`src/rtl/pc_seq_ctrl.sv`:
```
`timescale 1ns/1ps
// Program counter sequencer: BOOT/FETCH/DECODE/EXEC/UPDATE/HALT cycle with
// memory-latency tolerance, branch select, halt at instruction boundary.
module pc_seq_ctrl #(
    parameter int             N       = 32,
    parameter int             INC     = 4,
    parameter logic [N-1:0]   RST_VEC = '0,
    parameter int             TMO     = 15
) (
    input  logic         i_clk,
    input  logic         i_rst_,
    input  logic [N-1:0] i_pcData,
    input  logic         i_memReady,
    input  logic         i_branchTaken,
    input  logic [N-1:0] i_branchTarget,
    input  logic         i_halt,
    input  logic         i_resume,
    output logic [N-1:0] o_pcData,
    output logic         o_pcWriteEn,
    output logic         o_pcReadEn,
    output logic         o_memReadEn,
    output logic         o_irLoad,
    output logic         o_execEn,
    output logic [2:0]   o_state,
    output logic         o_halted,
    output logic         o_fault
);

    typedef enum logic [2:0] {
        S_RST    = 3'd0,
        S_BOOT   = 3'd1,
        S_FETCH  = 3'd2,
        S_DECODE = 3'd3,
        S_EXEC   = 3'd4,
        S_UPDATE = 3'd5,
        S_HALT   = 3'd6
    } state_t;

    localparam logic [7:0]   TMO_C = 8'(TMO);
    localparam logic [N-1:0] INC_C = N'(INC);

    state_t       r_state;
    state_t       w_next;
    logic [N-1:0] r_pcCap;
    logic         r_brTaken;
    logic [N-1:0] r_brTarget;
    logic         r_haltReq;
    logic [7:0]   r_waitCnt;
    logic         r_fault;
    logic [N-1:0] w_seqPc;
    logic         w_tmo;

    assign w_seqPc = r_pcCap + INC_C;
    assign w_tmo   = (r_waitCnt >= TMO_C);

    always_ff @(posedge i_clk or negedge i_rst_) begin
        if (!i_rst_) begin
            r_state <= S_RST;
        end else begin
            r_state <= w_next;
        end
    end

    always_comb begin
        w_next      = r_state;
        o_pcData    = '0;
        o_pcWriteEn = 1'b0;
        o_pcReadEn  = 1'b0;
        o_memReadEn = 1'b0;
        o_irLoad    = 1'b0;
        o_execEn    = 1'b0;
        o_halted    = 1'b0;
        case (r_state)
            S_RST: begin
                w_next = S_BOOT;
            end
            S_BOOT: begin
                o_pcWriteEn = 1'b1;
                o_pcData    = RST_VEC;
                w_next      = S_FETCH;
            end
            S_FETCH: begin
                o_pcReadEn  = 1'b1;
                o_memReadEn = 1'b1;
                if (i_memReady) begin
                    o_irLoad = 1'b1;
                    w_next   = S_DECODE;
                end else if (w_tmo) begin
                    w_next = S_HALT;
                end
            end
            S_DECODE: begin
                w_next = S_EXEC;
            end
            S_EXEC: begin
                o_execEn = 1'b1;
                w_next   = S_UPDATE;
            end
            S_UPDATE: begin
                o_pcWriteEn = 1'b1;
                o_pcData    = r_brTaken ? r_brTarget : w_seqPc;
                w_next      = (r_haltReq || i_halt) ? S_HALT : S_FETCH;
            end
            S_HALT: begin
                o_halted = 1'b1;
                if (i_resume) begin
                    w_next = S_FETCH;
                end
            end
            default: begin
                w_next = S_RST;
            end
        endcase
    end

    always_ff @(posedge i_clk or negedge i_rst_) begin
        if (!i_rst_) begin
            r_pcCap    <= '0;
            r_brTaken  <= 1'b0;
            r_brTarget <= '0;
            r_haltReq  <= 1'b0;
            r_waitCnt  <= '0;
            r_fault    <= 1'b0;
        end else begin
            if (r_state == S_FETCH) begin
                if (i_memReady) begin
                    r_pcCap   <= i_pcData;
                    r_waitCnt <= '0;
                end else if (w_tmo) begin
                    r_fault   <= 1'b1;
                    r_waitCnt <= '0;
                end else begin
                    r_waitCnt <= r_waitCnt + 8'd1;
                end
            end
            if (r_state == S_EXEC) begin
                r_brTaken  <= i_branchTaken;
                r_brTarget <= i_branchTarget;
            end
            // Halt is latched mid-instruction and honoured at UPDATE
            if (w_next == S_HALT && r_state != S_HALT) begin
                r_haltReq <= 1'b0;
            end else if (i_halt && r_state != S_RST &&
                         r_state != S_BOOT && r_state != S_HALT) begin
                r_haltReq <= 1'b1;
            end
            if (r_state == S_HALT && i_resume) begin
                r_fault <= 1'b0;
            end
        end
    end

    assign o_state = r_state;
    assign o_fault = r_fault;

endmodule

```
`config.mk`:
```
export PLATFORM = sky130hd
export DESIGN_NAME = pc_seq_ctrl
export DESIGN_NICKNAME = d
export VERILOG_FILES = /design/src/rtl/pc_seq_ctrl.sv
export SDC_FILE = /design/constraint.sdc
export NUM_CORES = 1
export LEC_CHECK = 0
export BUFFER_PORTS_ARGS = -buffer_cell sky130_fd_sc_hd__buf_4
export CAP_MARGIN = 25
export CORE_ASPECT_RATIO = 1.5
export CORE_UTILIZATION = 30
export CTS_BUF_LIST = sky130_fd_sc_hd__clkbuf_4
export DETAILED_ROUTE_END_ITERATION = 8
export SETUP_SLACK_MARGIN = 0.1
export SYNTH_ARGS = -nofsm -noshare
export SYNTH_HDL_FRONTEND = slang
export SYNTH_SLANG_ARGS = --single-unit
export TNS_END_PERCENT = 1
```
`constraint.sdc`:
```
create_clock -name i_clk -period 2.2 [get_ports i_clk]
set_clock_uncertainty 0.2 [all_clocks]
set_input_delay 0.11 -clock i_clk [delete_from_list [all_inputs] [get_ports i_clk]]
set_output_delay 0.11 -clock i_clk [all_outputs]
set_load 0.05 [all_outputs]
```
* Yosys cells after proc, flatten, opt, wreduce, memory -nomap -nowiden *
Cells that the tools add are included.

word-level totals
  register bits after elaboration = 78
  bits of input ports = 70
  output and inout port bits = 42
  logic and storage cells = 55

operators by class
  $add $sub $neg = 2
  magnitude comparators = 1
  equality and inequality tests = 10
  muxes and demuxes = 21
  reductions and logical operators = 14

operator list
  operator                 count
  $mux W32                 2
  $add A32 B3 Y32 const B  1
  $pmux W3 S7              1
  $mux W8                  2
  $eq A3 B3 Y1 const B     4
  $mux W1                  12
  $mux W3                  4
  $add A8 B1 Y8 const B    1
  $ge A8 B4 Y1 const B     1
  $eq A3 B2 Y1 const B     2
  $reduce_bool A2 Y1       3
  $logic_and A1 B1 Y1      5
  $eq A3 B1 Y1 const B     1
  $logic_not A3 Y1         1
  $ne A3 B1 Y1 const B     1
  $ne A3 B3 Y1 const B     1
  $reduce_and A3 Y1        1
  $reduce_bool A3 Y1       1
  $ne A2 B1 Y1 const B     1
  $reduce_and A2 Y1        1
  $reduce_or A2 Y1         1
  $logic_or A1 B1 Y1       1

* Longest topological paths before layout *
Gate-level depths: netlist (run 1).

  depth after elaboration = 7
  depth in mapped cells = 9
  gate-level depth less buffers = 6

* Worst setup path before layout (run 1) *
Ideal clock, no wire load.

  kind = flip-flop to output port
  start point = reg r_state[0] (netlist: o_state[0])
  end point = out o_pcData[21]
  arrival time = 3,259 ps
  data required time = 1,890 ps
  slack = -1,369 ps
  stages on the path, launching flop included = 6
  path buffers = 2
  cell sequence = dfrtp_1 > buf_4 > nor2b_1 > nand2_1 > clkbuf_1 > a211oi_1

between the ends
  cells in the longest elaborated chain, start to end = 2

ends and longest elaborated chain
  item                    line  text
  from (decl)             42    state_t r_state;
  from (signal assigned)  60    r_state <= w_next;
  $eq A3 B3 Y1            73    case (r_state)
  $mux W32                73
  to (decl)               18    output logic [N-1:0] o_pcData,

Every way passes these cells.

* Worst setup path after layout (run 1) *
  start point = reg r_pcCap[3]
  end point = out o_pcData[24]

between the ends
  cells in the longest elaborated chain, start to end = 3

ends and longest elaborated chain
  item                    line  text
  from (decl)             44    logic [N-1:0] r_pcCap;
  from (signal assigned)  127   r_pcCap <= i_pcData;
  $add A32 B3 Y32         53    assign w_seqPc = r_pcCap + INC_C;
  $mux W32                101   o_pcData = r_brTaken ? r_brTarget : w_seqPc;
  $mux W32                73

Every way passes these cells.

==> metrics.cfg, run 1 <==
[outcome]
status = complete, but fails checks
violations = DRC, setup timing

[final_layout]
final_cells = 767
n_antenna_cell = 0
syn_to_final_growth_pct = 72.0
fillers = 1140
design_area_sq_um = 7110
fin_util_pct = 52.8
drive_above_1_share_pct = 53.2
finalNetCount = 672

[grt]
overflow = 0
grt_max_degree = 41
antenna_found_initial = 0
grt_pass1_vias = 4068
grt_use_total_pct = 18.3
grt_pass1_wl_microns = 20300

[sta]
fin_hold_ws_ns = 0.182
tns_ns = -5.21
setup-violations-final = 23
final.period_utilization_pct = 115
finalCriticalPeriod_ns = 2.53
layout_setup_ws_ns = -0.334
timing.fmax_mhz = 395
slew_headroom_pct = 69.7
rsz0062_at_grt = true
drv_slew = 0
finalHoldViolations = 0
worst_pin_slew_ns = 0.453

[logic_synthesis]
yosysTopAreaCell = dfrtp_1
async_reset_ff_share_pct = 100
ys_seq_elements = 78
yosysSeqAreaShare_pct = 47.2
ys.flop_type = dfrtp_1
synth_edf_count = 0
syn_avg_cell_area_sq_um = 11.1
synth_top_area_share_pct = 47.2
synthTopCellsByCount = dfrtp_1, o21ai_0, a21oi_1, mux2_2, nand2_1
yosysMostFrequentCell = dfrtp_1
syn_nets = 444
synthTopCellsByArea = dfrtp_1, mux2_2, mux2_4
yosys_warnings = 0
synthesis.area_sq_um = 4140
synth_cells = 372
ys_types = 48

[worst_setup_path]
cp-end-kind = primary output
cpPeakStageDelay_ns = 0.42
cp_max_fo = 4
crit_arrival_ns = 2.22
path_cells = ha_2 > and4_4 > nand2_4 > nor3b_4 > buf_4 > xnor2_1 > a21oi_4 > buf_6
path_class = reg2out
crit_required_ns = 1.89
cp_slowest_cell = dfrtp_1
cp-start-kind = register
rrSetupSlack_ns = 0.24

[power]
power.total_mw = 8.81
p_leak_nw = 3.05
vdd_drop_max_uv = 829
cellPowerDensity_nw_per_um2 = 1240

[clock_network]
cts_buffers = 9
worstSkewPairLatency_ns = 0.45
path_clk_slew_ns = 0.13
cts-root-buf = clkbuf_4
cts_max_level = 3
clock_sinks = 78
cts_tree = yes
clock_tree.buffer_depth = 2

[placed_design]
placed_area_sq_um = 5690
hpwl_microns = 8470
port_buffers = 111
dp_slack_ns = -0.0202
place_congestion = 0.802
dp_cells = 665

[floorplanning]
fp-row-count = 52
fp.dieArea_sq_um = 14300
die_x_microns = 97.9
pin_count = 112
core_sq_um = 13500
die-height_microns = 146
start_util_pct = 30.7

[route]
drt_first_iter_violations = 122
drt_wl_total_microns = 12700
drcViolationCount = 9
drt_pass1_iterations = 6
viasPerCell = 4.81
via_count = 3688
wire_per_inst_microns = 16.5
ant_nets = 0

[min_path]
hold_path.class = in2reg

[job]
cap_violations = 0

-- state kept, by name (all words and copies together), names as in the netlist --
register    cells
o_fault         1
o_state         3
r_brTaken       1
r_brTarget     32
r_haltReq       1
r_pcCap        32
r_waitCnt       8
-- where the power goes --
part	switching, mW	internal (mW)
Clock	0.539	0.567
Sequential	0.473	2.11
Combinational	2.73	2.40
Total	3.74	5.07
-- what timing repair did --
item,in CTS,in global routing
pin swaps,22,13
endpoints found under the hold margin,151,9
endpoints found under the setup margin,34,34
hold buffers,70,3
gates resized for setup,81,16
buffers inserted,13,1
-- critical path, delay by kind of cell (launching register included) --
| kind | cells | cell delay, ns |
|---|---|---|
| AO/OA/AOI/OAI | 1 | 0.16 |
| XOR/XNOR | 1 | 0.09 |
| adder cells (fa/ha/maj) | 1 | 0.21 |
| buffers and inverters | 2 | 0.32 |
| flip-flops | 1 | 0.42 |
| AND/OR/NAND/NOR | 3 | 0.58 |
-- worst paths after layout --
path                                     startpoint                       end  cells after the start
setup / recovery             r_pcCap[3]$_DFFE_PN0P_              o_pcData[24]                      8
hold / removal                             i_resume       o_fault$_DFFE_PN0P_                      3
setup reg to reg               o_state[2]$_DFF_PN0_   r_pcCap[17]$_DFFE_PN0P_                      5
hold reg to reg            r_waitCnt[3]$_DFFE_PN0P_  r_waitCnt[3]$_DFFE_PN0P_                      1
max in group asynchronous                    i_rst_  r_waitCnt[7]$_DFFE_PN0P_                      4
min in group asynchronous                    i_rst_  r_waitCnt[2]$_DFFE_PN0P_                      4
-- area by class of cell --
class | count | area [sq um] | share of cell area (%)
sequential | 78 | 1960 | 27.5
multi-input combinational | 265 | 2540 | 35.7
clock buffer | 9 | 67.6 | 0.950
inverter | 8 | 42.5 | 0.598
tap | 162 | 203 | 2.85
timing repair buffer | 238 | 2200 | 30.9
clock inverter | 7 | 113 | 1.58
-- per-layer routing --
| metal | wire [microns] | GRT usage (%) |
|---|---|---|
| met1 | 5120 | 20.3 |
| met2 | 6830 | 33.7 |
| met3 | 392 | 3.65 |
| met4 | 335 | 7.58 |
| met5 | 0 | 0 |
-- kinds of logic after synthesis --
family                     after synthesis  synth area share [%]
muxes                                   62                  18.6
DFF                                     78                  47.2
xor gates and xnor gates                27                  5.72
AOI/OAI and AO/OA                       75                  9.80
buffers and inverters                   29                  4.63
and+or+nand+nor                         99                  13.5
adders and majority gates                2                 0.605
-- cells in the final DEF (no fill, tap or decap), types with 4 or more instances in the layout --
cell | netlist | layout
buf_4 | 4 | 122
dfrtp_1 | 78 | 75
dlygate4sd3_1 | 0 | 72
buf_6 | 1 | 35
mux2_2 | 32 | 32
o21ai_0 | 34 | 29
nand2_1 | 30 | 28
mux2_4 | 20 | 26
a21oi_4 | 0 | 20
xnor2_1 | 21 | 13
a21oi_1 | 33 | 9
nor2_1 | 16 | 9
clkbuf_4 | 0 | 9
xnor2_2 | 0 | 8
nand3_1 | 10 | 8
nor3_2 | 0 | 7
xor2_1 | 6 | 6
inv_1 | 6 | 6
nor2_2 | 0 | 6
buf_12 | 2 | 6
a21oi_2 | 0 | 4
and2_1 | 6 | 4
Power figures use the tool's default switching activity.
==> run 2, diff against run 1 <==
- clock period: 2.2 -> 2.3 ns (I/O delays scaled with it)
==> run 2 against run 1 <==
Compared with the run above: the run still ends with DRC, setup timing left; setup slack improved by 0.17 ns; critical path type unchanged; combinational power fell by 9.0%; die area is the same; sequential power decreased by 3%; via count fell by 2.2%; register-to-register slack about the same; largest power group unchanged; worst hold slack got worse by 0.10 ns; final cell count down 2.6%; first-iteration DRC count up 19%.
==> metrics.cfg, run 2 (synthesis gave the netlist of run 1 again) <==
[clock_network]
cts_buffers = 9  ; unchanged
worstSkewPairLatency_ns = 0.43  ; -0.02 ns
cts-root-buf = clkbuf_4
cts_max_level = 3  ; unchanged
cts_tree = yes
clock_sinks = 78  ; unchanged
path_clk_slew_ns = 0.12  ; about the same
clock_tree.buffer_depth = 2  ; unchanged

[power]
power_frac_clock_pct = 10.4  ; -2.2 points
share_comb_of_total_power_pct = 58.3  ; about the same
power_frac_seq_pct = 31.3  ; +2.0 points
p_leak_nw = 2.85  ; -6.5%
power.switching_mw = 3.47  ; -7.3%
power.total_mw = 8.01  ; -9.1%
cellPowerDensity_nw_per_um2 = 1170  ; -5.3%
p_int_mw = 4.54  ; -10%
sw_frac_of_total_pct = 43.3  ; +0.85 points
vdd_drop_max_uv = 784  ; -5.4%

[min_path]
hold_path.class = in2async

[grt]
grt_max_degree = 58  ; +41%
grt_pass1_vias = 4052  ; -0.39%
grt_pass1_wl_microns = 20100  ; -0.99%
overflow = 0  ; unchanged
antenna_found_initial = 1  ; +1
grt_use_total_pct = 18.0  ; -0.38 points

[final_layout]
mostFrequentLayoutCells = buf_4, dfrtp_1, dlygate4sd3_1, mux2_2, o21ai_0
drive_above_1_share_pct = 51.7  ; -1.5 points
top_regs = r_brTarget x32, r_pcCap x32, r_waitCnt x8
final_cells = 747  ; -2.6%
layout_commonest_cell = buf_4
syn_to_final_growth_pct = 65.0
finalNetCount = 652  ; -3.0%

[route]
wire_per_inst_microns = 16.3  ; -1.4%
viasPerCell = 4.83  ; +0.42%
drt_wl_total_microns = 12200  ; -3.9%
drt_pass1_iterations = 6  ; unchanged
via_count = 3607  ; -2.2%
drcViolationCount = 8  ; -1
drt_first_iter_violations = 145  ; +19%
ant_nets = 0  ; unchanged

[worst_setup_path]
worst_r2r_startpoint = o_state[2]$_DFF_PN0_
rrSetupSlack_ns = 0.23  ; about the same
crit_arrival_ns = 2.15  ; -0.07 ns
cp-end-kind = primary output
reg2reg_to = r_waitCnt[2]$_DFFE_PN0P_
crit_required_ns = 1.99  ; +0.10 ns
cp_max_fo = 3  ; -1
startpoint = r_pcCap[13]$_DFFE_PN0P_
cp-start-kind = register
reg2reg_depth = 6  ; +1
path_class = reg2out

[placed_design]
dp_cells = 645  ; -3.0%
place_congestion = 0.766  ; -4.5%
dp_slack_ns = 0.0919  ; +0.112 ns
hpwl_microns = 8270  ; -2.3%
port_buffers = 111  ; unchanged

[floorplanning]
pin_count = 112  ; unchanged
fp.dieArea_sq_um = 14300  ; unchanged
die-height_microns = 146  ; unchanged
core_sq_um = 13500  ; unchanged
start_util_pct = 30.7  ; unchanged
die_x_microns = 97.9  ; unchanged
fp-row-count = 52  ; unchanged

[outcome]
violations = DRC, setup timing
status = complete, but fails checks

[sta]
slew_headroom_pct = 48.3  ; -21 points
final.period_utilization_pct = 107
worst_pin_slew_ns = 0.775  ; +0.322 ns
setup-violations-final = 21  ; -8.7%
finalCriticalPeriod_ns = 2.46
finalHoldViolations = 0  ; unchanged
timing.fmax_mhz = 406
rsz0062_at_grt = true
layout_setup_ws_ns = -0.161  ; +0.173 ns
fin_hold_ws_ns = 0.0770  ; -0.105 ns
drv_slew = 0  ; unchanged

[job]
cap_violations = 0  ; unchanged

run 2: changes by cell type in the layout (fill, tap and decap cells not counted), moves of 3 or more:
cell | previous run | this run
buf_4 | 122 | 113
buf_6 | 35 | 27
clkbuf_4 | 9 | 12
dfrtp_1 | 75 | 72
dfrtp_2 | 3 | 6
dlygate4sd3_1 | 72 | 69
nor3_2 | 7 | 10
xnor2_1 | 13 | 16
xnor2_2 | 8 | 5
run 2: power groups by stage:
stage	logic (mW)	registers, mW	clock network (mW)
final	4.67	2.50	0.833
after global routing	4.97	2.59	0.922
after CTS	4.58	2.49	0.869
after detailed placement	4.12	2.54	0
after global placement	4.04	2.50	0
after floorplan	3.05	2.53	0
run 2: worst max-delay path: stages, from the launching register on:
cell and delay [ns]:
dfrtp_1 0.37, and4_4 0.26, buf_4 0.13, nand3_2 0.13
nor4_4 0.36, xnor2_2 0.13, a21oi_4 0.17, buf_6 0.17
run 2: worst max-delay path by stage:
stage,to,cells after the start,slack [ns]
floorplan,r_pcCap[0]$_DFFE_PN0P_,8,0.04
global placement,o_pcData[26],7,0.14
detailed placement,o_pcData[26],7,0.09
CTS,o_pcData[29],6,-0.24
global route,o_pcData[26],6,-0.29
finish,o_pcData[19],7,-0.16
run 2: repair_timing:
action,4_1_cts,5_1_grt
gates resized for setup,57,28
setup endpoints to repair,30,34
hold endpoints to repair,127,0
pin swaps,14,9
buffers inserted,14,3
hold buffers,69,0
run 2: stage by stage:
step / area (sq um) / setup TNS, ns / util, %
after floorplan: 4480 / 0 / -
after global placement: 5540 / 0 / 41.2
after detailed placement: 5540 / 0 / 41.2
after CTS: 6680 / -3.41 / 49.6
after global routing: 6820 / -5.33 / 50.7
final: 6820 / -2.08 / 50.7
run 2: routing by layer:
metal / track usage, % / up-vias / routed length, microns
met1: 19.8 / 1786 / 4810
li1: - / 1719 / -
met2: 33.1 / 82 / 6640
met4: 7.35 / 0 / 299
met3: 3.60 / 20 / 437
met5: 0 / - / 0
run 2: cell type report:
| type | count | area, sq um |
|---|---|---|
| inverter | 8 | 42.5 |
| clock inverter | 3 | 37.5 |
| clock buffer | 12 | 90.1 |
| tap | 162 | 203 |
| sequential | 78 | 1960 |
| multi-input combinational | 265 | 2480 |
| timing repair buffer | 218 | 2010 |
| antenna | 1 | 2.50 |
| fill | 1186 | 6640 |
==> run 3, diff against run 2 <==
- ABC_AREA: not set -> 1
==> run 3 against run 2 <==
Compared with the run above: the flow now finishes without violations; flip-flop and latch count is the same; global-route usage increased by 2.9 points; first-iteration DRC count rose by 77%; sequential share of layout area shrank 0.56 points; synthesized cell count increased by 78%; final area is 2.4% higher; utilization decreased by 4.1 points; sequential power is 4% higher; count of clock-buffer cells in the layout decreased by 1; maximum frequency is 7.7% higher; critical endpoint is now o_pcData[20]; largest power group unchanged; highest routed layer unchanged.
==> metrics.cfg, run 3 <==
[outcome]
status = completed

[power]
cellPowerDensity_nw_per_um2 = 1080  ; -7.6%
power.switching_mw = 3.75  ; +8.1%
p_int_mw = 3.83  ; -16%
power_frac_seq_pct = 34.5  ; +3.2 points
power_frac_clock_pct = 9.7  ; -0.7 points
sw_frac_of_total_pct = 49.5  ; +6.2 points
p_leak_nw = 3.54  ; +24%
vdd_drop_max_uv = 917  ; +17%
share_comb_of_total_power_pct = 55.8  ; -2.5 points

[route]
drt_first_iter_violations = 257  ; +77%
viasPerCell = 4.56  ; -5.7%
drcViolationCount = 0  ; -8
drt_pass1_iterations = 5  ; -1
drt_wl_total_microns = 15800  ; +30%
ant_nets = 0  ; unchanged
via_count = 4874  ; +35%
wire_per_inst_microns = 14.8  ; -9.5%

[floorplanning]
fp.dieArea_sq_um = 15800  ; +11%
fp-row-count = 55  ; +5.8%
start_util_pct = 30.6  ; -0.14 points
pin_count = 112  ; unchanged
core_sq_um = 15000  ; +11%
die-height_microns = 153  ; +5.2%
die_x_microns = 103  ; +5.2%

[logic_synthesis]
synthesis.area_sq_um = 4590  ; +11%
ys_seq_elements = 78  ; unchanged
ys_types = 30  ; -38%
synth_edf_count = 0  ; unchanged
synth_cells = 661  ; +78%
yosys_warnings = 0  ; unchanged
yosysSeqAreaShare_pct = 42.6  ; -4.6 points
syn_avg_cell_area_sq_um = 6.94  ; -38%
yosysTopAreaCell = dfrtp_1
syn_nets = 733  ; +65%
async_reset_ff_share_pct = 100  ; unchanged
ys.flop_type = dfrtp_1
synthTopCellsByArea = dfrtp_1, nand2_1, nor2_1
yosysMostFrequentCell = nand2_1
synth_top_area_share_pct = 42.6  ; -4.6 points
synthTopCellsByCount = nand2_1, nor2_1, dfrtp_1, inv_1, nand3_1

[worst_setup_path]
reg2reg_to = o_state[2]$_DFF_PN0_
cp_max_fo = 3  ; unchanged
path_class = reg2out
worst_r2r_startpoint = o_state[1]$_DFF_PN0_
crit_arrival_ns = 1.97  ; -0.18 ns
cp-start-kind = register
rrSetupSlack_ns = 0.25  ; +0.02 ns
crit_required_ns = 1.99  ; about the same
reg2reg_depth = 7  ; +1
startpoint = r_pcCap[8]$_DFFE_PN0P_
cp-end-kind = primary output

[clock_network]
cts_buffers = 9  ; unchanged
worstSkewPairLatency_ns = 0.43  ; about the same
clock_tree.buffer_depth = 2  ; unchanged
cts_tree = yes
cts-root-buf = clkbuf_4
clock_sinks = 78  ; unchanged
cts_max_level = 3  ; unchanged
path_clk_slew_ns = 0.13  ; about the same

[grt]
overflow = 0  ; unchanged
grt_pass1_vias = 4905  ; +21%
grt_max_degree = 51  ; -12%
grt_util_met2_pct = 37.0  ; +3.9 points
grt_pass1_wl_microns = 24700  ; +23%
grt_most_used_layer = met2
antenna_found_initial = 0  ; -1
grt_use_met3_pct = 2.83  ; -0.77 points
grt_use_total_pct = 20.9  ; +2.9 points
gr-usage-met1_pct = 22.8  ; +3.0 points

[final_layout]
layout_commonest_cell = nand2_1
final_cells = 1070  ; +43%
ff_latch_area_sq_um = 1970  ; +0.38%
syn_to_final_growth_pct = 52.4
fillers = 1554  ; +31%
drive_above_1_share_pct = 32.8  ; -19 points
top_regs = r_brTarget x32, r_pcCap x32, r_waitCnt x8
mostFrequentLayoutCells = nand2_1, buf_4, dlygate4sd3_1, nor2_1, dfrtp_1
multiInputGateArea_sq_um = 2450  ; -1.2%
n_antenna_cell = 0  ; -1
finalNetCount = 938  ; +44%
fin_util_pct = 46.6  ; -4.1 points
design_area_sq_um = 6990  ; +2.4%

[placed_design]
hpwl_microns = 11300  ; +36%
port_buffers = 111  ; unchanged
dp_cells = 959  ; +49%
placed_area_sq_um = 5680  ; +2.5%
place_congestion = 0.942  ; +23%

[sta]
setup-violations-final = 0  ; -100%
worst_pin_slew_ns = 0.287  ; -0.488 ns
finalHoldViolations = 0  ; unchanged
slew_headroom_pct = 80.8  ; +32 points
finalCriticalPeriod_ns = 2.29  ; -0.176 ns
rsz0062_at_grt = true
final.period_utilization_pct = 99.4  ; -7.7 points
drv_slew = 0  ; unchanged
timing.fmax_mhz = 438  ; +7.7%

[job]
cap_violations = 0  ; unchanged

[min_path]
hold_path.class = in2reg
min_from = i_branchTarget[27]
holdPathEnd = r_brTarget[27]$_DFFE_PN0P_
hold_path_depth = 4

-- run 3: changes by cell type after synthesis, moves of 6 or more --
cell | previous run | this run
mux2_2 | 32 | 0
mux2_4 | 20 | 0
xnor2_1 | 21 | 4
nand3_1 | 10 | 38
and2_1 | 6 | 0
nor3_1 | 11 | 0
a21oi_1 | 33 | 7
nand2_2 | 0 | 19
o21ai_2 | 0 | 17
inv_1 | 6 | 70
nor2_1 | 16 | 101
nand2_1 | 30 | 249
mux2_1 | 6 | 0
-- run 3: layer usage --
metal	up-vias	part of all wire [%]
met3	46	3.4
met2	128	53
met5	-	0
met1	2256	37
li1	2444	-
met4	0	6.0
-- run 3: cells by family (layout without fill, tap and decap cells) --
kind of cell,Yosys count,in the layout,share of synthesized area (%)
AND/OR/NAND/NOR,416,416,37.4
AO/OA/AOI/OAI,58,58,7.91
flip-flops,78,78,42.6
XOR/XNOR,9,9,1.72
buffers and inverters,98,308,9.90
adder cells (fa/ha/maj),2,2,0.546
-- run 3: worst max-delay path, cell delays in order, from the launching register on --
cell and delay (ns):
dfrtp_1 0.45, nand2_2 0.11, nor2_4 0.16, nand2_1 0.11
nor2_1 0.17, nand2_1 0.07, nand2_1 0.06, nand3_1 0.10
nand2_1 0.09, inv_1 0.04, buf_4 0.18
-- run 3: worst max-delay path by stage --
stage | end | cells after the start
finish | o_pcData[20] | 10
global route | o_pcData[23] | 10
CTS | o_pcData[29] | 10
detailed placement | o_pcData[18] | 9
global placement | o_pcData[18] | 9
floorplan | o_pcData[2] | 5
-- run 3: power by group through the flow --
stage | clock [mW] | sequential (mW) | combinational, mW
6_report | 0.738 | 2.61 | 4.23
5_1_grt | 0.819 | 2.69 | 4.59
4_1_cts | 0.762 | 2.57 | 4.11
3_5_place_dp | 0 | 2.61 | 3.59
3_3_place_gp | 0 | 2.62 | 3.56
2_1_floorplan | 0 | 2.54 | 2.50
-- run 3: per-stage QoR --
step	hold WS (ns)	total power, mW	worst slack [ns]	setup TNS, ns
2_1_floorplan	-0.381	5.03	0.0559	0
3_3_place_gp	-0.0782	6.18	0.263	0
3_5_place_dp	-0.0754	6.20	0.198	0
4_1_cts	0.180	7.44	0.0148	0
5_1_grt	0.204	8.11	-0.111	-1.06
6_report	0.210	7.58	0.0147	0
-- run 3: repair_timing --
| action | 4_1_cts | 5_1_grt |
|---|---|---|
| pin swaps | 6 | 10 |
| resized for setup | 54 | 52 |
| buffers inserted | 20 | 2 |
| hold buffers | 73 | 0 |
| endpoints found under the setup margin | 29 | 32 |
| endpoints found under the hold margin | 150 | 0 |
-- run 3: final cells by class --
class	instances	share of cell area, %
well taps	199	3.56
multi-input cells	485	35.1
clock buffers	11	1.18
clock inverters	5	0.376
repair buffers	217	27.5
flip-flops and latches	78	28.2
inverters	75	4.10
